<file path="src/rtl/acc_fp_issue_ctrl.sv">
// FP offload issue controller on the CV-X-IF path: registers requests,
// assigns IDs, tracks integer-rd hazards and serialises FP CSR instrs.
module acc_fp_issue_ctrl #(
    parameter int MaxOutstanding = 4,
    parameter int IdWidth        = 2
) (
    input  logic               clk_i,
    input  logic               rst_ni,
    input  logic               req_valid_i,
    output logic               req_ready_o,
    input  logic [31:0]        req_instr_i,
    input  logic [31:0]        req_rs1_i,
    input  logic               req_use_rs1_i,
    input  logic               req_wb_i,
    output logic               acc_valid_o,
    input  logic               acc_ready_i,
    output logic [31:0]        acc_instr_o,
    output logic [31:0]        acc_rs1_o,
    output logic [IdWidth-1:0] acc_id_o,
    input  logic               rsp_valid_i,
    input  logic [IdWidth-1:0] rsp_id_i,
    output logic [IdWidth:0]   outstanding_o,
    output logic               busy_o
);

    localparam int NumSlots = 2 ** IdWidth;
    localparam logic [IdWidth:0] MaxOut = (IdWidth + 1)'(MaxOutstanding);

    typedef enum logic [1:0] {
        StRun   = 2'd0,
        StDrain = 2'd1,
        StCsr   = 2'd2
    } state_e;

    state_e state_q, state_d;

    logic               acc_valid_q;
    logic [31:0]        instr_q;
    logic [31:0]        rs1_q;
    logic [IdWidth-1:0] id_q;

    logic [NumSlots-1:0] slot_valid_q, slot_valid_d;
    logic [NumSlots-1:0] slot_wb_q;
    logic [4:0]          slot_rd_q [NumSlots];
    logic [31:0]         pend_q, pend_d;
    logic [IdWidth-1:0]  next_id_q;
    logic [IdWidth-1:0]  csr_id_q;
    logic [IdWidth:0]    outst_q, outst_d;

    logic [4:0] req_rd;
    logic [4:0] req_rs1;
    logic       req_is_csr;
    logic       hazard_ok;
    logic       issue_free;
    logic       rsp_hit;
    logic       can_accept;
    logic       req_fire;

    assign req_rd     = req_instr_i[11:7];
    assign req_rs1    = req_instr_i[19:15];
    assign req_is_csr = (req_instr_i[6:0] == 7'b1110011);
    assign issue_free = !acc_valid_q || acc_ready_i;
    assign rsp_hit    = rsp_valid_i && slot_valid_q[rsp_id_i];

    // Every accept condition looks only at registered tracking state.
    assign hazard_ok = (outst_q < MaxOut)
                    && !slot_valid_q[next_id_q]
                    && !(req_use_rs1_i && pend_q[req_rs1])
                    && !(req_wb_i && pend_q[req_rd]);

    always_ff @(posedge clk_i) begin
        if (!rst_ni) begin
            state_q <= StRun;
        end else begin
            state_q <= state_d;
        end
    end

    always_comb begin
        state_d = state_q;
        unique case (state_q)
            StRun: begin
                if (req_valid_i && req_is_csr) begin
                    if (outst_q != '0) begin
                        state_d = StDrain;
                    end else if (req_fire) begin
                        state_d = StCsr;
                    end
                end
            end
            StDrain: begin
                if (!req_valid_i || !req_is_csr) begin
                    state_d = StRun;
                end else if (req_fire) begin
                    state_d = StCsr;
                end
            end
            StCsr: begin
                if (rsp_hit && (rsp_id_i == csr_id_q)) begin
                    state_d = StRun;
                end
            end
            default: state_d = StRun;
        endcase
    end

    always_comb begin
        can_accept = 1'b0;
        unique case (state_q)
            StRun:   can_accept = hazard_ok && (!req_is_csr || (outst_q == '0));
            StDrain: can_accept = hazard_ok && req_is_csr && (outst_q == '0);
            StCsr:   can_accept = 1'b0;
            default: can_accept = 1'b0;
        endcase
    end

    assign req_ready_o = rst_ni && issue_free && can_accept;
    assign req_fire    = req_valid_i && req_ready_o;

    // Release is applied before allocate; the two never touch the same entry.
    always_comb begin
        slot_valid_d = slot_valid_q;
        pend_d       = pend_q;
        outst_d      = outst_q;
        if (rsp_hit) begin
            slot_valid_d[rsp_id_i] = 1'b0;
            if (slot_wb_q[rsp_id_i]) begin
                pend_d[slot_rd_q[rsp_id_i]] = 1'b0;
            end
        end
        if (req_fire) begin
            slot_valid_d[next_id_q] = 1'b1;
            if (req_wb_i && (req_rd != 5'd0)) begin
                pend_d[req_rd] = 1'b1;
            end
        end
        if (req_fire && !rsp_hit) begin
            outst_d = outst_q + (IdWidth + 1)'(1);
        end else if (!req_fire && rsp_hit) begin
            outst_d = outst_q - (IdWidth + 1)'(1);
        end
    end

    always_ff @(posedge clk_i) begin
        if (!rst_ni) begin
            acc_valid_q  <= 1'b0;
            instr_q      <= '0;
            rs1_q        <= '0;
            id_q         <= '0;
            slot_valid_q <= '0;
            slot_wb_q    <= '0;
            pend_q       <= '0;
            next_id_q    <= '0;
            csr_id_q     <= '0;
            outst_q      <= '0;
            for (int i = 0; i < NumSlots; i++) begin
                slot_rd_q[i] <= '0;
            end
        end else begin
            slot_valid_q <= slot_valid_d;
            pend_q       <= pend_d;
            outst_q      <= outst_d;
            if (req_fire) begin
                acc_valid_q          <= 1'b1;
                instr_q              <= req_instr_i;
                rs1_q                <= req_rs1_i;
                id_q                 <= next_id_q;
                slot_rd_q[next_id_q] <= req_rd;
                slot_wb_q[next_id_q] <= req_wb_i;
                next_id_q            <= next_id_q + IdWidth'(1);
                if (req_is_csr) begin
                    csr_id_q <= next_id_q;
                end
            end else if (acc_ready_i) begin
                acc_valid_q <= 1'b0;
            end
        end
    end

    assign acc_valid_o   = acc_valid_q;
    assign acc_instr_o   = instr_q;
    assign acc_rs1_o     = rs1_q;
    assign acc_id_o      = id_q;
    assign outstanding_o = outst_q;
    assign busy_o        = (outst_q != '0) || (state_q != StRun);

endmodule

</file>
<file path="config.mk">
export PLATFORM = sky130hd
export DESIGN_NAME = acc_fp_issue_ctrl
export DESIGN_NICKNAME = d
export VERILOG_FILES = /design/src/rtl/acc_fp_issue_ctrl.sv
export SDC_FILE = /design/constraint.sdc
export NUM_CORES = 1
export LEC_CHECK = 0
export ABC_AREA = 1
export CORE_MARGIN = 1.5
export CORE_UTILIZATION = 55
export DETAILED_ROUTE_END_ITERATION = 12
export GPL_TIMING_DRIVEN = 0
export PLACE_DENSITY = 0.86
export SYNTH_ARGS = -nofsm -noshare
export SYNTH_HDL_FRONTEND = slang
export SYNTH_SLANG_ARGS = --single-unit
</file>
<file path="constraint.sdc">
create_clock -name clk_i -period 8.2 [get_ports clk_i]
set_clock_uncertainty 0.1 [all_clocks]
set_input_delay 2.46 -clock clk_i [delete_from_list [all_inputs] [get_ports clk_i]]
set_output_delay 2.46 -clock clk_i [all_outputs]
set_load 0.02 [all_outputs]
</file>
==> flow_summary.yaml, run 1 <==
cts:
  insertion_delay_ns: 0.43
  cts_tree: "built"
  htreeDepth: 4
  clk_pin_slew_ns: 0.05
  post_cts_buffers: 0
  cts_made_buffers: 17
  clock-root-buffer: "clkbuf_16"
  ctsResizeCount: 0
  clockBufferDepth: 2
  cts_sinks: 136
  cts_hold_buf: 0
die:
  core_um2: 11400
  pin_count: 145
  die_w_um: 111
  die_y_um: 111
  initial_core_util_pct: 56.5
  rows: 39
  dieArea_um2: 12400
sta:
  worst_slack_ns: 0.504
  maxSlewViolCount: 0
  hold_viol_final: 0
  maxSlewHeadroom_pct: 51.6
  fin_tns_setup_ns: 0
  fmax_mhz: 130
  timing.hold.ws_ns: 0.361
  post-route-min-period_ns: 7.70
  rsz0062_at_grt: "no"
  worstMarginPinSlew_ns: 0.726
  period_share_pct: 93.9
  finalSetupViolCount: 0
grt:
  grt_max_degree: 17
  antenna_found_initial: 0
  grt.overflow.total: 0
  grt_first_pass_wirelength_um: 33900
  grt_util_all_layers_pct: 35.0
  grt_pass1_vias: 6819
placed_design:
  hpwl_um: 15100
  place_congestion: 0.951
  portBuffers: 141
  place_ws_ns: 0.543
logic_synthesis:
  yosysWarningCount: 0
  syn_area_um2: 6450
  synth.distinct_cells: 34
  ys_ff_latch: 136
  avgSynthCellArea_um2: 6.76
  yosysSeqAreaShare_pct: 45.3
  syn-num-nets: 1033
  synth_cells: 954
setup_path:
  arrival_ns: 5.14
  cp.required_ns: 5.64
  start_kind: "input port"
  critPathMaxStageDelay_ns: 0.60
  crit_chain: "clkdlybuf4s50_1 > inv_1 > clkbuf_1 > nand2_1 > nand2_1 > nand2_1 > nand2_1 > nor2_1 > nand2_1 > a21oi_2 > buf_2 > nand2_1 > inv_1 > clkdlybuf4s50_1"
  slowest_stage: "clkdlybuf4s50_1"
  path_class: "input port to primary output"
  cpMostUsedCell: "nand2_1"
  reg2reg_slack_ns: 4.65
  r2r_start: "next_id_q[0]"
  cp_max_fo: 10
  rr_worst_depth: 16
  worst_r2r_endpoint: "outstanding_o[2]"
  endpoint_kind: "primary output"
detailed_routing:
  wl_per_cell_um: 16.9
  totalWireLength_um: 21400
  top_layer_used: "met4"
  first_pass_iters: 5
  drt_iter0_drc: 600
  met1_length_um: 8260
  wl_met2_um: 10100
  via_per_inst: 5.52
  drc: 0
  wl_met3_um: 2370
  vias: 7005
  final_antenna_net_count: 0
pwr:
  power_density_nw_per_um2: 203
  p_leak_uw: 0.00348
  irDropWorstVdd_v: 0.000183
cells_and_area:
  multiInputGateArea_um2: 3050
  layout_commonest_cell: "nand2_1"
  antenna_cells: 0
  fin_nets: 1193
  fillers: 896
  final_cell_mix: "nand2_1 (396), clkdlybuf4s50_1 (141), dfxtp_1 (116)"
  regArea_um2: 2920
  drive_gt1_share_pct: 5.32
  syn_to_final_growth_pct: 33.3
job:
  cap_violations: 0
worst_hold_path:
  hp-start: "acc_rs1_o[22]"
  hp-class: "flop to flop"
  whs_path_depth: 2
  min_to: "acc_rs1_o[22]"
status:
  status: "completed"
sequential cells by signal, summed over array words and instances (netlist names):
register / count
acc_instr_o: 32
csr_id_q: 2
acc_id_o: 2
outstanding_o: 3
slot_valid_q: 4
next_id_q: 2
pend_q: 32
acc_rs1_o: 32
acc_valid_o: 1
slot_rd_q: 20
state_q: 2
slot_wb_q: 4
routing by layer:
metal	GRT usage, %	up-vias
li1	-	3366
met1	41.6	3189
met2	58.2	386
met3	11.8	64
met4	14.6	0
met5	0	-
cell families (layout without fill, tap and decap cells):
family                   Yosys count  count (layout)  synth area share, %
AO/OA/AOI/OAI                    158             158                 12.8
AND/OR/NAND/NOR                  538             538                 33.0
buffers and inverters            114             287                 7.41
XOR/XNOR                           2               2                0.272
adder cells (fa/ha/maj)            6               6                 1.28
flip-flops                       136             136                 45.3
layout make-up:
cell class	instances	share of cell area [%]
tap	143	2.08
inverter	69	3.01
multi-input combinational	704	35.5
clock inverter	6	0.422
buffer	45	2.55
clock buffer	26	6.09
sequential	136	34.0
timing repair buffer	141	16.4
per-stage QoR:
stage	total power [uW]	util, %	cells	area (um^2)
floorplan	887	-	954	6450
global placement	1020	70.4	1238	8040
detailed placement	1020	70.4	1238	8040
finish	1740	75.3	1270	8600
CTS	1740	75.3	1270	8600
global route	1800	75.3	1270	8600
synth_stat cells:
| cell type | count | area share [%] |
|---|---|---|
| a211o_1 | 1 | 0.14 |
| a21oi_1 | 112 | 8.7 |
| a21oi_2 | 1 | 0.14 |
| a22o_1 | 2 | 0.27 |
| a22oi_1 | 2 | 0.23 |
| and3_1 | 1 | 0.097 |
| buf_1 | 4 | 0.23 |
| buf_2 | 16 | 1.2 |
| buf_4 | 6 | 0.70 |
| buf_6 | 1 | 0.17 |
| clkbuf_1 | 18 | 1.0 |
| dfxtp_1 | 116 | 36 |
| edfxtp_1 | 20 | 9.3 |
| fa_1 | 1 | 0.31 |
| ha_1 | 5 | 0.97 |
| inv_1 | 65 | 3.8 |
| inv_2 | 4 | 0.23 |
| nand2_1 | 396 | 23 |
| nand3_1 | 33 | 2.6 |
| nand3_2 | 1 | 0.16 |
| nand3b_1 | 1 | 0.12 |
| nand4_1 | 12 | 1.2 |
| nor2_1 | 80 | 4.7 |
| nor2_2 | 1 | 0.097 |
| nor3_1 | 12 | 0.93 |
| nor3_2 | 1 | 0.16 |
| o211ai_1 | 1 | 0.12 |
| o21a_1 | 1 | 0.12 |
| o21ai_0 | 34 | 2.6 |
| o21ai_1 | 1 | 0.078 |
| o22ai_1 | 1 | 0.097 |
| o311ai_0 | 1 | 0.14 |
| o31ai_1 | 1 | 0.12 |
| xor2_1 | 2 | 0.27 |
how the worst max path moves through the flow:
| stage | slack (ns) | start | end |
|---|---|---|---|
| 2_1_floorplan | 1.92 | req_instr_i[15] | req_ready_o |
| 3_3_place_gp | 0.55 | req_instr_i[8] | req_ready_o |
| 3_5_place_dp | 0.54 | req_instr_i[8] | req_ready_o |
| 4_1_cts | 0.55 | req_instr_i[8] | req_ready_o |
| 5_1_grt | 0.35 | req_instr_i[8] | req_ready_o |
| 6_report | 0.50 | req_instr_i[8] | req_ready_o |
worst max-delay path: cells and delay by family:
family                 cells  cell delay [ns]
and+or+nand+nor            7             0.64
buffers and inverters      6             1.85
AOI/OAI and AO/OA          1             0.20
where the power goes:
part	switching, uW	internal, uW
sequential	18.6	709
combinational	177	114
clock	287	438
total	482	1260
No activity file was read; power rests on OpenSTA's default activity.
==> run 2, diff against run 1 <==
--- a/config.mk
+++ b/config.mk
@@ -6,6 +6,7 @@
 export NUM_CORES = 1
 export LEC_CHECK = 0
 export ABC_AREA = 1
+export CAP_MARGIN = 10
 export CORE_MARGIN = 1.5
 export CORE_UTILIZATION = 55
 export DETAILED_ROUTE_END_ITERATION = 12
==> constraint.sdc (replaced) <==
create_clock -name clk_i -period 9.8 [get_ports clk_i]
set_clock_uncertainty 0.1 [all_clocks]
set_input_delay 2.94 -clock clk_i [delete_from_list [all_inputs] [get_ports clk_i]]
set_output_delay 2.94 -clock clk_i [all_outputs]
set_load 0.02 [all_outputs]
==> results of run 2 <==
Same layout as run 1 (identical final DEF). Status: completed.
Among the figures that moved: setup slack after placement 0.543 ns -> 1.18 ns; setup slack after layout 0.504 ns -> 1.14 ns; register-to-register setup slack 4.65 ns -> 6.25 ns; total power 1740 uW -> 1460 uW; worst IR drop on VDD 0.000183 V -> 0.000153 V
